`src/rtl/toggle_hs_responder.sv`:
```
// Responder end of a two-phase toggle req/ack link; presents each word on a valid/ready port.
// Optional completed-transfer counter (xfer_cnt) enabled by defining TOGGLE_HS_CNT_EN.
module toggle_hs_responder #(
  parameter int unsigned WIDTH       = 8,
  parameter int unsigned SYNC_STAGES = 2
) (
  input  logic             clk,
  input  logic             clrn,
  input  logic             req_tog,
  input  logic [WIDTH-1:0] req_data,
  output logic             ack_tog,
  output logic [WIDTH-1:0] out_data,
  output logic             out_valid,
  input  logic             out_ready,
  output logic             err
`ifdef TOGGLE_HS_CNT_EN
  ,
  output logic [15:0]      xfer_cnt
`endif
);

  localparam int unsigned CNT_W = 16;

  typedef enum logic {
    IDLE = 1'b0,
    HOLD = 1'b1
  } state_t;

  state_t               state_q, state_d;
  logic [SYNC_STAGES-1:0] sync_q;
  logic                 req_prev;
  logic                 req_s_c;
  logic                 req_edge_c;
  logic                 hs_c;
  logic                 ack_d;
  logic                 valid_d;
  logic [WIDTH-1:0]     data_d;
  logic                 err_d;

  assign req_s_c    = sync_q[SYNC_STAGES-1];
  assign req_edge_c = (req_s_c != req_prev);
  assign hs_c       = (state_q == HOLD) && out_valid && out_ready;

  // req_tog synchroniser and previous-value register for toggle detection
  always_ff @(posedge clk or negedge clrn) begin
    if (!clrn) begin
      sync_q   <= '0;
      req_prev <= 1'b0;
    end else begin
      sync_q   <= {sync_q[SYNC_STAGES-2:0], req_tog};
      req_prev <= req_s_c;
    end
  end

  // Next-state and next-output logic
  always_comb begin
    state_d = state_q;
    ack_d   = ack_tog;
    valid_d = out_valid;
    data_d  = out_data;
    err_d   = err;
    case (state_q)
      IDLE: begin
        if (req_edge_c) begin
          data_d  = req_data;
          valid_d = 1'b1;
          state_d = HOLD;
        end
      end
      HOLD: begin
        // A new toggle while a word is still held is discarded and flagged
        if (req_edge_c) begin
          err_d = 1'b1;
        end
        if (hs_c) begin
          ack_d   = ~ack_tog;
          valid_d = 1'b0;
          state_d = IDLE;
        end
      end
      default: begin
        state_d = IDLE;
        valid_d = 1'b0;
      end
    endcase
  end

  // State and registered outputs
  always_ff @(posedge clk or negedge clrn) begin
    if (!clrn) begin
      state_q   <= IDLE;
      ack_tog   <= 1'b0;
      out_valid <= 1'b0;
      out_data  <= '0;
      err       <= 1'b0;
    end else begin
      state_q   <= state_d;
      ack_tog   <= ack_d;
      out_valid <= valid_d;
      out_data  <= data_d;
      err       <= err_d;
    end
  end

`ifdef TOGGLE_HS_CNT_EN
  // Completed-handshake counter, wraps naturally at 16 bits
  always_ff @(posedge clk or negedge clrn) begin
    if (!clrn) begin
      xfer_cnt <= '0;
    end else if (hs_c) begin
      xfer_cnt <= xfer_cnt + CNT_W'(1);
    end
  end
`endif

endmodule

```
`config.mk`:
```
export PLATFORM = sky130hd
export DESIGN_NAME = toggle_hs_responder
export DESIGN_NICKNAME = d
export VERILOG_FILES = /design/src/rtl/toggle_hs_responder.sv
export SDC_FILE = /design/constraint.sdc
export NUM_CORES = 1
export LEC_CHECK = 0
export BUFFER_PORTS_ARGS = -buffer_cell sky130_fd_sc_hd__clkbuf_2
export CAP_MARGIN = 10
export CELL_PAD_IN_SITES_DETAIL_PLACEMENT = 0
export CELL_PAD_IN_SITES_GLOBAL_PLACEMENT = 1
export CORE_UTILIZATION = 35
export DETAILED_ROUTE_END_ITERATION = 10
export PLACE_DENSITY_LB_ADDON = 0.1
export SLEW_MARGIN = 5
export SYNTH_ARGS = -nofsm -noshare
export SYNTH_HDL_FRONTEND = slang
export SYNTH_SLANG_ARGS = --single-unit
```
`constraint.sdc`:
```
create_clock -name clk -period 1.8 [get_ports clk]
set_clock_uncertainty 0.2 [all_clocks]
set_input_delay 0.27 -clock clk [delete_from_list [all_inputs] [get_ports clk]]
set_output_delay 0.27 -clock clk [all_outputs]
set_load 0.01 [all_outputs]
```
==> flow_summary.toml, run 1 <==
[worst_setup_path]
crit_fanout = 8
start_kind = "register"
endpoint_kind = "register"
timing.rr.start = "req_prev"
setup.worst_path.class = "register to register"
setup.worst_path.start = "req_prev"
required_ns = 1.77
cp_data_arrival_time_ns = 1.58

[power_and_ir_drop]
power_switching_uw = 355
comb_power_share = 0.384
clockPowerShare = 0.160
sequentialPowerShare = 0.456
internal_power_uw = 819
p_total_mw = 1.17
p_sw_frac = 0.302
power.leakage_nw = 0.381
vdd.ir_drop.worst_uv = 672
power_density_nw_per_um2 = 1540

[sta]
setup_viol = 0
fmax_mhz = 620
rsz0062_at_grt = "false"
slew_violations = 0
slew_headroom = 0.752
worst_pin_slew_ns = 0.371
fin_crit_sh = 0.896
fin_crit_ns = 1.61
hold_violations = 0
setup_tns_ns = 0

[final_layout]
num_antenna_cells = 0
multi_input_area_um2 = 176
final_common_cell = "clkbuf_2"
fin_cells = 78
drive_above_1_share = 0.581
seq_area_um2 = 375
areaGrowthSynthToFinish_pct = 34.7
final_cell_mix = "22 x clkbuf_2, 15 x dfrtp_1, 8 x mux2_4"
fin_nets = 75
fillers = 144

[clock_tree]
htree_levels = 1
cts_tree = "built"
clk_pin_slew_ns = 0.09
insertion_delay_ns = 0.28
root_buffer = "clkbuf_4"
cts_num_sinks = 15
post_cts_resized = 0
clockBufferDepth = 2
cts-buffers-inserted = 3

[global_routing]
grt.total_usage = 0.124
overflow = 0
antenna_found_initial = 0
grt_max_degree = 16
grt_pass1_vias = 365
grt_pass1_wl_mm = 1.58

[routing]
drc = 0
dr.pass1.iters = 3
vias = 358
ant_nets = 0
wl_per_cell_um = 12.6
vias_per_cell = 4.59
drt-total-wl_um = 984
drt_iter0_markers = 3

[hold_path]
min-delay-start = "req_data[1]"
hp-class = "input pin to register"

[floorplanning]
core_um2 = 1510
die_h_um = 42.2
rows = 14
die-area_um2 = 1780
die_x_um = 42.2
pin_count = 23
initial_utilization = 0.376

[synthesis]
synth_nets = 45
synth.cell_area_um2 = 567
synth_cells = 33
synth-seq-cells = 15
synth_seq_area_share = 0.662
synth_cell_types = 12
avgSynthCellArea_um2 = 17.2
ys_warn_count = 0

[placed_design]
place_inst = 71
place.port_buffers = 22
place_congestion = 0.753
dp.final_hpwl_um = 735

[run]
cap_violations = 0

[outcome]
status = "completed"
-- final cells by class --
| class | instances | share of cell area |
|---|---|---|
| Clock buffer | 3 | 0.0295 |
| Clock inverter | 1 | 0.00656 |
| Timing Repair Buffer | 26 | 0.210 |
| Sequential cell | 15 | 0.492 |
| Multi-Input combinational cell | 16 | 0.231 |
| Tap cell | 16 | 0.0262 |
| Inverter | 1 | 0.00492 |
-- power by group through the flow --
stage	clock (mW)	combinational (mW)	sequential [mW]
global route	0.211	0.479	0.550
CTS	0.200	0.458	0.536
floorplan	0	0.233	0.584
finish	0.188	0.451	0.535
global placement	0	0.437	0.536
detailed placement	0	0.450	0.542
-- worst max-delay path, stage by stage, from the launching register on --
cell and delay [ns]:
dfrtp_1 0.39, xor2_1 0.27, and2b_1 0.21, buf_12 0.14
mux2_4 0.30
-- registers in the layout (all words and copies together), names as in the netlist --
name / flops
err: 1
ack_tog: 1
out_valid: 1
req_prev: 1
sync_q: 2
out_data: 8
state_q: 1
-- logic make-up after synthesis --
logic type,count (synthesis),synth area share
flops,15,0.662
buf+inv,2,0.0265
compound gates,3,0.0397
mux,8,0.212
xor+xnor,2,0.0309
simple gates,3,0.0287
-- routing by layer --
layer,share of wire,global-route usage
met5,0,0
met4,0,0.0750
met3,0.078,0.0474
met2,0.48,0.200
met1,0.44,0.138
-- Yosys cell counts --
master / n / area (µm²)
buf_6: 1 / 11.3
nand3_1: 1 / 5.00
xor2_1: 1 / 8.76
a21o_2: 1 / 8.76
and2b_1: 1 / 7.51
xnor2_1: 1 / 8.76
mux2_4: 8 / 120
o21a_1: 1 / 7.51
inv_1: 1 / 3.75
nor2_1: 1 / 3.75
o22ai_1: 1 / 6.26
dfrtp_1: 15 / 375
-- stage by stage --
stage | utilization | setup WS, ns | hold slack [ns] | area, µm²
6_report | 0.507 | 0.187 | 0.0152 | 763
5_1_grt | 0.507 | 0.134 | 0.00437 | 763
4_1_cts | 0.507 | 0.173 | 0.00379 | 763
3_5_place_dp | 0.468 | 0.188 | 0.00199 | 706
3_3_place_gp | 0.468 | 0.235 | -0.0170 | 706
2_1_floorplan | - | 0.292 | -0.226 | 567
-- worst paths after layout --
kind                       slack (ns)     endpoint  depth (start not counted)
min reg2reg                      0.16    sync_q[1]                          0
min                              0.02  out_data[1]                          2
max reg2reg                      0.19  out_data[6]                          4
max in group asynchronous        0.91      state_q                          2
min in group asynchronous        0.22  out_data[3]                          2
max                              0.19  out_data[6]                          4
-- timing repair --
action | in CTS | in global routing
hold buffers | 3 | 0
hold endpoints to repair | 17 | 0
setup buffers | 0 | 0
Power figures use the tool's default switching activity.
==> run 2, diff against run 1 <==
- PLACE_DENSITY_LB_ADDON: 0.1 -> 0.2
==> flow_summary.toml, run 2 (synthesized netlist as in run 1, its figures left out) <==
[clock_tree]
htree_levels = 1
cts_tree = "built"
clockBufferDepth = 2
insertion_delay_ns = 0.28
cts_num_sinks = 15
cts-buffers-inserted = 3
clk_pin_slew_ns = 0.09
root_buffer = "clkbuf_4"

[final_layout]
largestRegisters = "out_data (8), sync_q (2)"
drive_above_1_share = 0.538
multi_input_area_um2 = 176
final_util = 0.526
areaGrowthSynthToFinish_pct = 39.7
largest_register = "out_data"
final_cell_mix = "22 x clkbuf_2, 15 x dfrtp_1, 8 x mux2_4"
fillers = 131
fin_nets = 78
final_common_cell = "clkbuf_2"
largest_register_ffs = 8
fin_cells = 81
seq_area_um2 = 375
num_antenna_cells = 0

[floorplanning]
core_um2 = 1510
die_x_um = 42.2
pin_count = 23
die-area_um2 = 1780
initial_utilization = 0.376
die_h_um = 42.2
rows = 14

[worst_setup_path]
required_ns = 1.77
crit_fanout = 8
start_kind = "register"
r2r_slack_ns = 0.17
cp_data_arrival_time_ns = 1.60
endpoint_kind = "register"
timing.rr.start = "sync_q[1]"
r2r-end = "out_data[3]"
rr_worst_depth = 4
setup.worst_path.class = "register to register"

[hold_path]
min-delay-start = "req_data[0]"
hp-class = "input pin to register"
hold_path_end = "out_data[0]"
holdPathStages = 2

[placed_design]
place.port_buffers = 22
dp.final_hpwl_um = 639
place_inst = 71
place_congestion = 0.602

[outcome]
status = "completed"

[routing]
drc = 0
drt_iter0_markers = 2
vias = 360
vias_per_cell = 4.44
drt-total-wl_um = 943
ant_nets = 0
wl_per_cell_um = 11.6
dr.pass1.iters = 2

[global_routing]
grt_pass1_wl_mm = 1.63
grt.total_usage = 0.131
grt_max_degree = 16
overflow = 0
antenna_found_initial = 0
grt_pass1_vias = 371

[power_and_ir_drop]
p_total_mw = 1.17
power_density_nw_per_um2 = 1480
power.leakage_nw = 0.390
vdd.ir_drop.worst_uv = 839

[sta]
slew_violations = 0
hold_violations = 0
slew_headroom = 0.757
worst_pin_slew_ns = 0.364
fin_crit_sh = 0.905
setup_tns_ns = 0
setup_viol = 0
rsz0062_at_grt = "false"
fmax_mhz = 614
fin_crit_ns = 1.63

[run]
cap_violations = 0
run 2: timing repair:
item / 4_1_cts / 5_1_grt
hold endpoints to repair: 17 / 3
setup buffers: 0 / 0
resized for setup: 0 / 0
hold buffers: 3 / 3
run 2: worst max path at each step:
stage / depth (start not counted) / slack, ns / end / startpoint
after floorplan: 4 / 0.29 / out_data[0] / req_prev
after global placement: 4 / 0.21 / out_data[3] / req_prev
after detailed placement: 4 / 0.17 / out_data[2] / sync_q[1]
after CTS: 4 / 0.16 / out_data[3] / sync_q[1]
after global routing: 4 / 0.08 / out_data[3] / sync_q[1]
final: 4 / 0.17 / out_data[3] / sync_q[1]
run 2: cell type report:
class | instances | share of cell area
flip-flops and latches | 15 | 0.474
clock buffers | 4 | 0.0332
well taps | 16 | 0.0253
inverters | 1 | 0.00474
multi-input cells | 16 | 0.223
repair buffers | 29 | 0.240
run 2: report_power, final:
| part | leakage (nW) | internal [mW] | switching (mW) |
|---|---|---|---|
| clock network | 0.0150 | 0.0859 | 0.103 |
| logic | 0.202 | 0.282 | 0.163 |
| registers | 0.173 | 0.459 | 0.0751 |
run 2: metal layers:
metal	GRT usage	wire length, µm	vias to the layer above
met5	0	0	-
met4	0.113	10	0
met3	0.0517	36	2
met2	0.182	433	15
met1	0.156	463	169
li1	-	-	174
run 2: worst max-delay path, cell delays in order, from the launching register on:
cell and delay (ns):
dfrtp_1 0.41, xor2_1 0.26, and2b_1 0.21, buf_12 0.14, mux2_4 0.30
run 2: stage by stage:
stage               setup WS, ns  hold WS, ns  instance area, µm²
detailed placement         0.167      0.00694                 706
global placement           0.212      0.00364                 706
CTS                        0.159      0.00383                 762
floorplan                  0.292       -0.226                 567
finish                     0.171       0.0185                 792
global route              0.0826     0.000397                 792
==> run 3, diff against run 2 <==
- PLACE_DENSITY: not set -> 0.73
- PLACE_DENSITY_LB_ADDON: 0.2 -> not set
- SKIP_LAST_GASP: not set -> 1
- SLEW_MARGIN: 5 -> not set
==> flow_summary.toml, run 3 (synthesized netlist as in run 1, its figures left out) <==
[hold_path]
hold_path_end = "out_data[3]"
holdPathStages = 2
hp-class = "input pin to register"
min-delay-start = "req_data[3]"

[clock_tree]
postCtsSetupRepairBufs = 0
clockBufferDepth = 2
cts-buffers-inserted = 3
root_buffer = "clkbuf_4"
insertion_delay_ns = 0.27
htree_levels = 1
clk_pin_slew_ns = 0.08
cts_num_sinks = 15
cts_tree = "built"

[floorplanning]
pin_count = 23
die-area_um2 = 1780
initial_utilization = 0.376
core_um2 = 1510
rows = 14
die_h_um = 42.2
die_x_um = 42.2

[final_layout]
largest_register = "out_data"
num_antenna_cells = 0
fin_nets = 75
largestRegisters = "out_data (8), sync_q (2)"
fin_cells = 78
largest_register_ffs = 8
final_common_cell = "clkbuf_2"
drive_above_1_share = 0.565
finalInstanceArea_um2 = 762
areaGrowthSynthToFinish_pct = 34.4
final_cell_mix = "22 x clkbuf_2, 15 x dfrtp_1, 8 x mux2_4"

[run]
cap_violations = 0

[sta]
hold_violations = 0
fmax_mhz = 626
slew_headroom = 0.758
setup_tns_ns = 0
fin_crit_ns = 1.60
rsz0062_at_grt = "false"
slew_violations = 0
setup_viol = 0
worst_pin_slew_ns = 0.363
fin_crit_sh = 0.887

[power_and_ir_drop]
p_sw_frac = 0.285
sequentialPowerShare = 0.465
power_switching_uw = 329
comb_power_share = 0.379
clockPowerShare = 0.155
internal_power_uw = 823
power_density_nw_per_um2 = 1510
vdd.ir_drop.worst_uv = 834
power.leakage_nw = 0.378
p_total_mw = 1.15

[outcome]
status = "completed"

[global_routing]
grt.total_usage = 0.107
overflow = 0
grt_pass1_wl_mm = 1.41
grt_pass1_vias = 325
grt_max_degree = 16
antenna_found_initial = 0

[routing]
vias = 344
wl_per_cell_um = 10.5
drt_iter0_markers = 0
ant_nets = 0
drt-total-wl_um = 822
vias_per_cell = 4.41
drc = 0
dr.pass1.iters = 1

[worst_setup_path]
timing.rr.start = "sync_q[1]"
start_kind = "register"
rr_worst_depth = 4
r2r_slack_ns = 0.20
r2r-end = "out_data[1]"
setup.worst_path.start = "sync_q[1]"
crit_fanout = 8
required_ns = 1.76
cp_data_arrival_time_ns = 1.56
endpoint_kind = "register"
setup.worst_path.class = "register to register"

[placed_design]
place.port_buffers = 22
place_congestion = 0.598
placedInstanceArea_um2 = 706
place_inst = 71
## run 3: cell types whose count changed in the layout (fill, tap and decap cells not counted), sizes merged
cell | previous run | this run
dlygate4sd3 | 6 | 3
## run 3: layout make-up
cell class	count	area, µm²
fill	130	744
sequential	15	375
multi-input combinational	16	176
timing repair buffer	26	160
clock buffer	4	26.3
tap	16	20.0
inverter	1	3.75
## run 3: per-stage QoR
stage	setup slack [ns]	utilization	hold slack [ns]
after CTS	0.193	0.506	0.0124
final	0.203	0.506	0.0252
after detailed placement	0.200	0.468	-0.000754
after global routing	0.107	0.506	0.00648
after floorplan	0.292	-	-0.226
after global placement	0.218	0.468	-0.00178
## run 3: power groups by stage
stage,Clock [mW],Combinational (mW),Sequential [mW]
after floorplan,0,0.233,0.584
after global placement,0,0.433,0.543
after detailed placement,0,0.438,0.538
after CTS,0.192,0.442,0.537
after global routing,0.212,0.473,0.555
final,0.179,0.437,0.536
## run 3: critical path, stage by stage (launching register included)
cell and delay [ns]:
dfrtp_1 0.39, xor2_1 0.25, and2b_1 0.21, buf_12 0.14
mux2_4 0.29
## run 3: how the worst max path moves through the flow
stage	endpoint	slack [ns]	depth (start not counted)
2_1_floorplan	out_data[0]	0.29	4
3_3_place_gp	out_data[3]	0.22	4
3_5_place_dp	out_data[3]	0.20	4
4_1_cts	out_data[3]	0.19	4
5_1_grt	out_data[1]	0.11	4
6_report	out_data[1]	0.20	4
## run 3: repair_timing
action | 4_1_cts | 5_1_grt
hold buffers | 3 | 0
endpoints found under the hold margin | 17 | 0
gates resized for setup | 0 | 0
## run 3: per-layer routing
metal	track usage	wire length, µm
met1	0.153	430
met2	0.142	343
met3	0.0388	48
met4	0.0563	0
met5	0	0
